## config.mk

```make
export PLATFORM = sky130hd
export DESIGN_NAME = apb_req_master
export DESIGN_NICKNAME = d
export VERILOG_FILES = /design/src/rtl/apb_req_master.sv
export SDC_FILE = /design/constraint.sdc
export NUM_CORES = 1
export LEC_CHECK = 0
export BUFFER_PORTS_ARGS = -buffer_cell sky130_fd_sc_hd__buf_2
export CAP_MARGIN = 0
export CORE_UTILIZATION = 43
export CTS_BUF_LIST = sky130_fd_sc_hd__clkbuf_8
export DETAILED_ROUTE_END_ITERATION = 10
export PLACE_DENSITY = 0.74
export SYNTH_ARGS = -nofsm -noshare
export SYNTH_HDL_FRONTEND = slang
export SYNTH_SLANG_ARGS = --single-unit
```

## constraint.sdc

```tcl
create_clock -name HCLK -period 1.4 [get_ports HCLK]
set_input_delay 0.07 -clock HCLK [delete_from_list [all_inputs] [get_ports HCLK]]
set_output_delay 0.07 -clock HCLK [all_outputs]
set_load 0.02 [all_outputs]
```

## src/rtl/apb_req_master.sv

```systemverilog
// ---------------------------------------------------------------------------
// apb_req_master
//   Initiator side of the APB bus. Turns a single-requester req/gnt command
//   port into APB SETUP/ACCESS transfers, one transfer outstanding at a time.
//   Handles PREADY wait states, PSLVERR, misaligned addresses (rejected
//   without touching the bus) and a stuck-slave timeout.
//
// Ports
//   HCLK, HRESETn      clock (rising edge) and synchronous active-low reset
//   req_i/we_i/addr_i/wdata_i  command, held by the requester until gnt_o
//   gnt_o              command accepted this cycle (combinational)
//   rvalid_o           one-cycle completion pulse
//   rdata_o, err_o     completion data/status, meaningful with rvalid_o
//   PADDR/PWDATA/PWRITE/PSEL/PENABLE   APB request outputs
//   PRDATA/PREADY/PSLVERR              APB response inputs
// ---------------------------------------------------------------------------
module apb_req_master #(
  parameter int APB_ADDR_WIDTH = 12,
  parameter int TIMEOUT_CYCLES = 256
) (
  input  logic                      HCLK,
  input  logic                      HRESETn,
  input  logic                      req_i,
  input  logic                      we_i,
  input  logic [APB_ADDR_WIDTH-1:0] addr_i,
  input  logic [31:0]               wdata_i,
  output logic                      gnt_o,
  output logic                      rvalid_o,
  output logic [31:0]               rdata_o,
  output logic                      err_o,
  output logic [APB_ADDR_WIDTH-1:0] PADDR,
  output logic [31:0]               PWDATA,
  output logic                      PWRITE,
  output logic                      PSEL,
  output logic                      PENABLE,
  input  logic [31:0]               PRDATA,
  input  logic                      PREADY,
  input  logic                      PSLVERR
);

  typedef enum logic [1:0] {
    IDLE     = 2'd0,
    SETUP    = 2'd1,
    ACCESS   = 2'd2,
    MISALIGN = 2'd3
  } state_t;

  // The counter only ever needs to reach TIMEOUT_CYCLES-1: it holds the number
  // of stalled ACCESS cycles already seen, so the last allowed cycle is the one
  // in which it equals TIMEOUT_CYCLES-1.
  localparam int  CNT_W = (TIMEOUT_CYCLES > 1) ? $clog2(TIMEOUT_CYCLES) : 1;
  localparam bit  TO_EN = (TIMEOUT_CYCLES > 0);
  localparam logic [CNT_W-1:0] TO_LAST =
    (TIMEOUT_CYCLES > 0) ? CNT_W'(TIMEOUT_CYCLES - 1) : '0;

  state_t                    state_reg, state_next;
  logic [CNT_W-1:0]          to_cnt_reg;
  logic [APB_ADDR_WIDTH-1:0] paddr_reg;
  logic [31:0]               pwdata_reg;
  logic                      pwrite_reg;
  logic                      rvalid_reg;
  logic [31:0]               rdata_reg;
  logic                      err_reg;

  logic accept;      // command taken in IDLE
  logic done_ok;     // slave answered with PREADY
  logic done_abort;  // timeout or misalign: error completion with zero data

  // State register
  always_ff @(posedge HCLK) begin
    if (!HRESETn) begin
      state_reg <= IDLE;
    end else begin
      state_reg <= state_next;
    end
  end

  // Next-state logic
  always_comb begin
    state_next = state_reg;
    accept     = 1'b0;
    done_ok    = 1'b0;
    done_abort = 1'b0;
    case (state_reg)
      IDLE: begin
        if (req_i) begin
          accept     = 1'b1;
          state_next = (addr_i[1:0] == 2'b00) ? SETUP : MISALIGN;
        end
      end
      SETUP: begin
        state_next = ACCESS;
      end
      ACCESS: begin
        // PREADY in the final allowed cycle still completes normally.
        if (PREADY) begin
          done_ok    = 1'b1;
          state_next = IDLE;
        end else if (TO_EN && (to_cnt_reg == TO_LAST)) begin
          done_abort = 1'b1;
          state_next = IDLE;
        end
      end
      MISALIGN: begin
        done_abort = 1'b1;
        state_next = IDLE;
      end
      default: begin
        state_next = IDLE;
      end
    endcase
  end

  // Output decode
  always_comb begin
    gnt_o   = 1'b0;
    PSEL    = 1'b0;
    PENABLE = 1'b0;
    case (state_reg)
      IDLE:    gnt_o = req_i;
      SETUP:   PSEL  = 1'b1;
      ACCESS: begin
        PSEL    = 1'b1;
        PENABLE = 1'b1;
      end
      default: ;
    endcase
  end

  // Datapath: latched command, timeout counter and completion registers
  always_ff @(posedge HCLK) begin
    if (!HRESETn) begin
      to_cnt_reg <= '0;
      paddr_reg  <= '0;
      pwdata_reg <= '0;
      pwrite_reg <= 1'b0;
      rvalid_reg <= 1'b0;
      rdata_reg  <= '0;
      err_reg    <= 1'b0;
    end else begin
      rvalid_reg <= done_ok | done_abort;

      if (accept) begin
        paddr_reg  <= addr_i;
        pwdata_reg <= wdata_i;
        pwrite_reg <= we_i;
      end

      if (accept) begin
        to_cnt_reg <= '0;
      end else if (TO_EN && (state_reg == ACCESS) && !PREADY) begin
        to_cnt_reg <= to_cnt_reg + 1'b1;
      end

      if (done_ok) begin
        rdata_reg <= pwrite_reg ? 32'h0 : PRDATA;
        err_reg   <= PSLVERR;
      end else if (done_abort) begin
        rdata_reg <= 32'h0;
        err_reg   <= 1'b1;
      end
    end
  end

  assign PADDR    = paddr_reg;
  assign PWDATA   = pwdata_reg;
  assign PWRITE   = pwrite_reg;
  assign rvalid_o = rvalid_reg;
  assign rdata_o  = rdata_reg;
  assign err_o    = err_reg;

endmodule

```

After elaboration in Yosys (flattened, before gate mapping)
Index checks and enable logic that the tools add are counted.
{"block": "word_totals", "register_bits": 89, "elab_cells": 45, "output_inout_bits": 82}
{"block": "classes", "bitwise": 2, "add_sub_neg": 1, "reduce_logical": 8, "muxes": 20, "n_eq_ne": 6}
{"cell": "$mux 32", "count": 3}
{"cell": "$mux 1", "count": 11}
{"cell": "$add 8x1->8 const B", "count": 1}
{"cell": "$eq 8x8->1 const B", "count": 1}
{"cell": "$mux 2", "count": 4}
{"cell": "$pmux 2 s4", "count": 1}
{"cell": "$eq 2x2->1 const B", "count": 2}
{"cell": "$logic_not 2->1", "count": 2}
{"cell": "$reduce_or 2->1", "count": 2}
{"cell": "$ne 3x3->1 const B", "count": 1}
{"cell": "$eq 2x1->1 const B", "count": 1}
{"cell": "$ne 2x2->1 const B", "count": 1}
{"cell": "$pmux 1 s2", "count": 1}
{"cell": "$reduce_and 2->1", "count": 1}
{"cell": "$reduce_bool 2->1", "count": 1}
{"cell": "$logic_and 1x1->1", "count": 1}
{"cell": "$logic_not 1->1", "count": 1}
{"cell": "$not 1->1", "count": 1}
{"cell": "$or 1x1->1", "count": 1}

Depth between registers and ports, before layout
{"block": "logic_depth", "depth_word": 6, "mapped_depth": 7}

Least setup slack after synthesis
Ideal clock, no wire load.
{"block": "synth_timing", "path_kind": "register to register", "start": "register state_reg[0]", "end": "register rdata_reg[23] (netlist: rdata_o[23])", "required_ns": 1.338, "n_path_buf": 1, "stages_incl_launch_ff": 8, "setup_time_ns": 0.062, "path_slack_ns": -0.267, "t_arrival_ns": 1.606, "path_cell_list": "dfxtp_1 -> inv_1 -> ha_1 -> a21o_1 -> a31oi_4 -> buf_6 -> a22oi_2 -> nor2b_2"}
{"block": "synth_between", "elab_chain_len": 3, "word_cells_on_any_way": 6, "classes_between": "eq/ne: 2; mux: 3; reduce/logical: 1"}
{"element": "from (decl)", "line": "56", "rtl": "state_t state_reg, state_next;"}
{"element": "from (signal assigned)", "line": "74", "rtl": "state_reg <= state_next;"}
{"element": "$eq 2x2->1", "line": "84", "rtl": "case (state_reg)"}
{"element": "$pmux 1 s2 or $mux 1 (tied branches)", "line": "84"}
{"element": "$reduce_bool 2->1 (no source line) or $mux 32 (tied branches)"}
{"element": "to (signal assigned)", "line": "156", "rtl": "rdata_reg <= pwrite_reg ? 32'h0 : PRDATA;"}
{"element": "to (decl)", "line": "62", "rtl": "logic [31:0] rdata_reg;"}
Several ways; a longest one is shown, not always the timed one.
A chain may end at the register's enable or synchronous reset.

Final worst setup path
{"block": "layout_timing", "start": "register state_reg[1]", "end": "register rdata_reg[14] (netlist: rdata_o[14])"}
Same word-level chain as after synthesis.

==> metrics <==
Avg Cell Area, Syn=9.38 sq um; CP max stage cell=dfxtp_2; number of routed nets with antenna violations=0; fraction of registers with async set/reset=0%; clock network fraction of total power=20.2%; critical-path cell list=buf_6 > ha_4 > a21o_1 > a31oi_4 > buf_4 > buf_12 > a22oi_2 > nor2b_1; CP bufs+invs=3; Worst-Skew Late Latency=0.34 ns; gr ovfl total=0; Final Hold Vio Count=0; CTS tree=done; Hold Crit Endpoint=rdata_o[9]; Cells after Synth=around 370; placed insts=630; Post-Layout Cell Count=737; die footprint=8410 sq um; Crit Path Class=register to register; WL/cell=14.7 um; sequential share of power=36.2%; Final period util=113%; Worst Path Arrival=approximately 1.9 ns; Num CTS Buffers=9; most common cell in the netlist=nand2_1; RePlAce Congestion=between 0.7 and 0.8; synthesized cell area=3460 sq um; Post-synth top flop=dfxtp_1; P&R area growth vs syn=71.1%; CP Data Required Time=1.67 ns; status=finished with violations; top cells by area, synth=dfxtp_1 51%, nand2_1 11%, a21boi_0 9.8%; clock slew at reported path FFs=0.09 ns; # nets final=roughly 700; pins over their slew limit=0; post-synth cell types=30; sequential element share of the synthesized area=51.5%; port buffer count=about 160; Die X-Extent=91.7 um; TritonRoute pass-1 iters=4; EDFF count, synth=0; detailed placer's ending HPWL=between 5 and 6 mm; leakage=2.64 nW; peak supply drop=0.762 mV; area share of the largest cell type after synthesis=51.5%; Power Dens Cells=1450 nW/um^2; Top Ports=roughly 160; crit path time final=1.58 ns; pin count of the biggest net entering global routing=40; Hold Crit Start=PRDATA[9]; Worst R2R Setup Slack=-0.18 ns; Root Buffer=clkbuf_8; Syn. warnings=0; CP endpoint kind=register; FF-to-FF End=rdata_o[14]; Logic pwr share=43.6%; post-route setup TNS=-4.54 ns; Antenna diodes=0; Core ar.=7770 sq um; fin util=around 76%; Total GRT Usage=24.7%; Slew @ Worst Pin=roughly 0.29 ns; die extent in y=91.7 um; Post-Route WL=10.8 mm; synth cell count leaders=100 x nand2_1, 89 x dfxtp_1, 45 x a21boi_0; CP max stage delay=0.35 ns; Min-Delay Path Class=input port to register; cell depth of the worst flop-to-flop path=8; crit start category=register; vias in the first global route=3685; H-tree levels=3; #FFs+latches synth=between 80 and 90; drt initial violations=between 90 and 100; Row Count=32; Largest delay share family, worst path=compound AO/OA/AOI/OAI gates; clock sinks=89; Initial Util=44.6%; initial antenna violation count=0; Net Sw Power=3.05 mW; RSZ-0062 raised after global routing=true; Hold Crit Depth=3; share of layout cells above drive strength 1=43.6%; clock skew=0.0103 ns; Slew Limit Headroom=between 80% and 90%; drc violations=0; failing checks=negative setup slack; Switching Share=35.6%; # setup viols final=49; Final WS setup=-0.181 ns; first-pass GRT wire length=approximately 17 mm; Yosys top cell by area=dfxtp_1; syn_nets=457; Vias/cell=4.90; Max Cap Violations=0; Pint=5.51 mW; routed vias=3614; CP max FO=7; Max Freq=about 630 MHz; RR Startpoint=state_reg[1]; Clock Path Buffers=2
stage by stage:
stage | worst slack, ns | instance area (sq um) | hold slack (ns) | power, mW
global placement | -0.323 | 4620 | 0.318 | 5.81
floorplan | -0.0326 | 3580 | 0.215 | 4.94
detailed placement | -0.419 | 4620 | 0.327 | 5.89
CTS | -0.193 | 5720 | 0.00196 | 8.20
finish | -0.181 | 5920 | 0.0202 | 8.57
global route | -0.224 | 5920 | 0.0234 | 9.04
metal layers:
layer	share of wire, %	global-route usage (%)	vias up
li1	-	-	1749
met1	38	26.2	1699
met2	54	46.7	138
met3	5.3	4.89	28
met4	2.8	11.2	0
met5	0	0	-
tightest hold or removal path: cells and delay by family:
family	cells	cell delay [ns]
AO/OA/AOI/OAI	1	0.05
buffers and inverters	1	0.08
AND/OR/NAND/NOR	1	0.12
cells in the final DEF (no fill, tap or decap), types with 2 or more instances in the layout:
| cell | instances |
|---|---|
| a21boi_2 | 6 |
| buf_12 | 8 |
| dfxtp_2 | 2 |
| ha_4 | 3 |
| buf_2 | 161 |
| mux2i_1 | 3 |
| nor2_4 | 2 |
| nand2_1 | 98 |
| clkbuf_8 | 10 |
| dfxtp_1 | 87 |
| dlygate4sd3_1 | 75 |
| inv_2 | 2 |
| a21boi_1 | 28 |
| inv_1 | 3 |
| buf_4 | 17 |
| nand4_1 | 2 |
| clkinvlp_4 | 2 |
| buf_8 | 3 |
| clkbuf_16 | 2 |
| nand3_1 | 2 |
| a21boi_0 | 11 |
| nor2b_2 | 9 |
| nor2_1 | 9 |
| nor2b_1 | 25 |
| xor2_1 | 6 |
| ha_1 | 3 |
| buf_6 | 9 |
| a22oi_2 | 32 |
worst max-delay path by stage:
stage	startpoint	to	slack (ns)	cells past startpoint
6_report	state_reg[1]	rdata_o[14]	-0.18	8
3_3_place_gp	state_reg[0]	rdata_o[2]	-0.32	6
5_1_grt	state_reg[1]	rdata_o[14]	-0.22	8
4_1_cts	state_reg[0]	rdata_o[21]	-0.19	9
2_1_floorplan	state_reg[0]	rdata_o[11]	-0.03	7
3_5_place_dp	state_reg[0]	rdata_o[0]	-0.42	6
cell families after synthesis:
family	after synthesis	synth area share, %
buffers and inverters	30	4.19
adders and majority gates	6	2.17
and+or+nand+nor	151	20.1
muxes	3	0.867
DFF	89	51.5
xor gates and xnor gates	7	1.77
AOI/OAI and AO/OA	83	19.4
power groups by stage:
| stage | logic [mW] | clock network (mW) | registers [mW] |
|---|---|---|---|
| after global placement | 2.69 | 0 | 3.12 |
| final | 3.73 | 1.73 | 3.10 |
| after global routing | 4.00 | 1.89 | 3.14 |
| after detailed placement | 2.76 | 0 | 3.14 |
| after floorplan | 1.39 | 0 | 3.54 |
| after CTS | 3.33 | 1.78 | 3.09 |
final cells by class:
class / instances / area [sq um]
fillers: 547 / 1840
repair buffers: 275 / 2040
multi-input cells: 251 / 1760
flip-flops and latches: 89 / 1780
clock buffers: 10 / 138
inverters: 5 / 21.3
well taps: 102 / 128
clock inverters: 5 / 57.6
repair_timing:
action                                  in CTS  in global routing
endpoints found under the hold margin       74                  1
gates cloned                                 3                  2
gates resized for setup                     21                 61
pin swaps                                    6                 13
endpoints found under the setup margin      91                 82
hold buffers                                74                  1
setup buffers                                6                 11
Note: power is estimated with default switching activity, not from simulation.
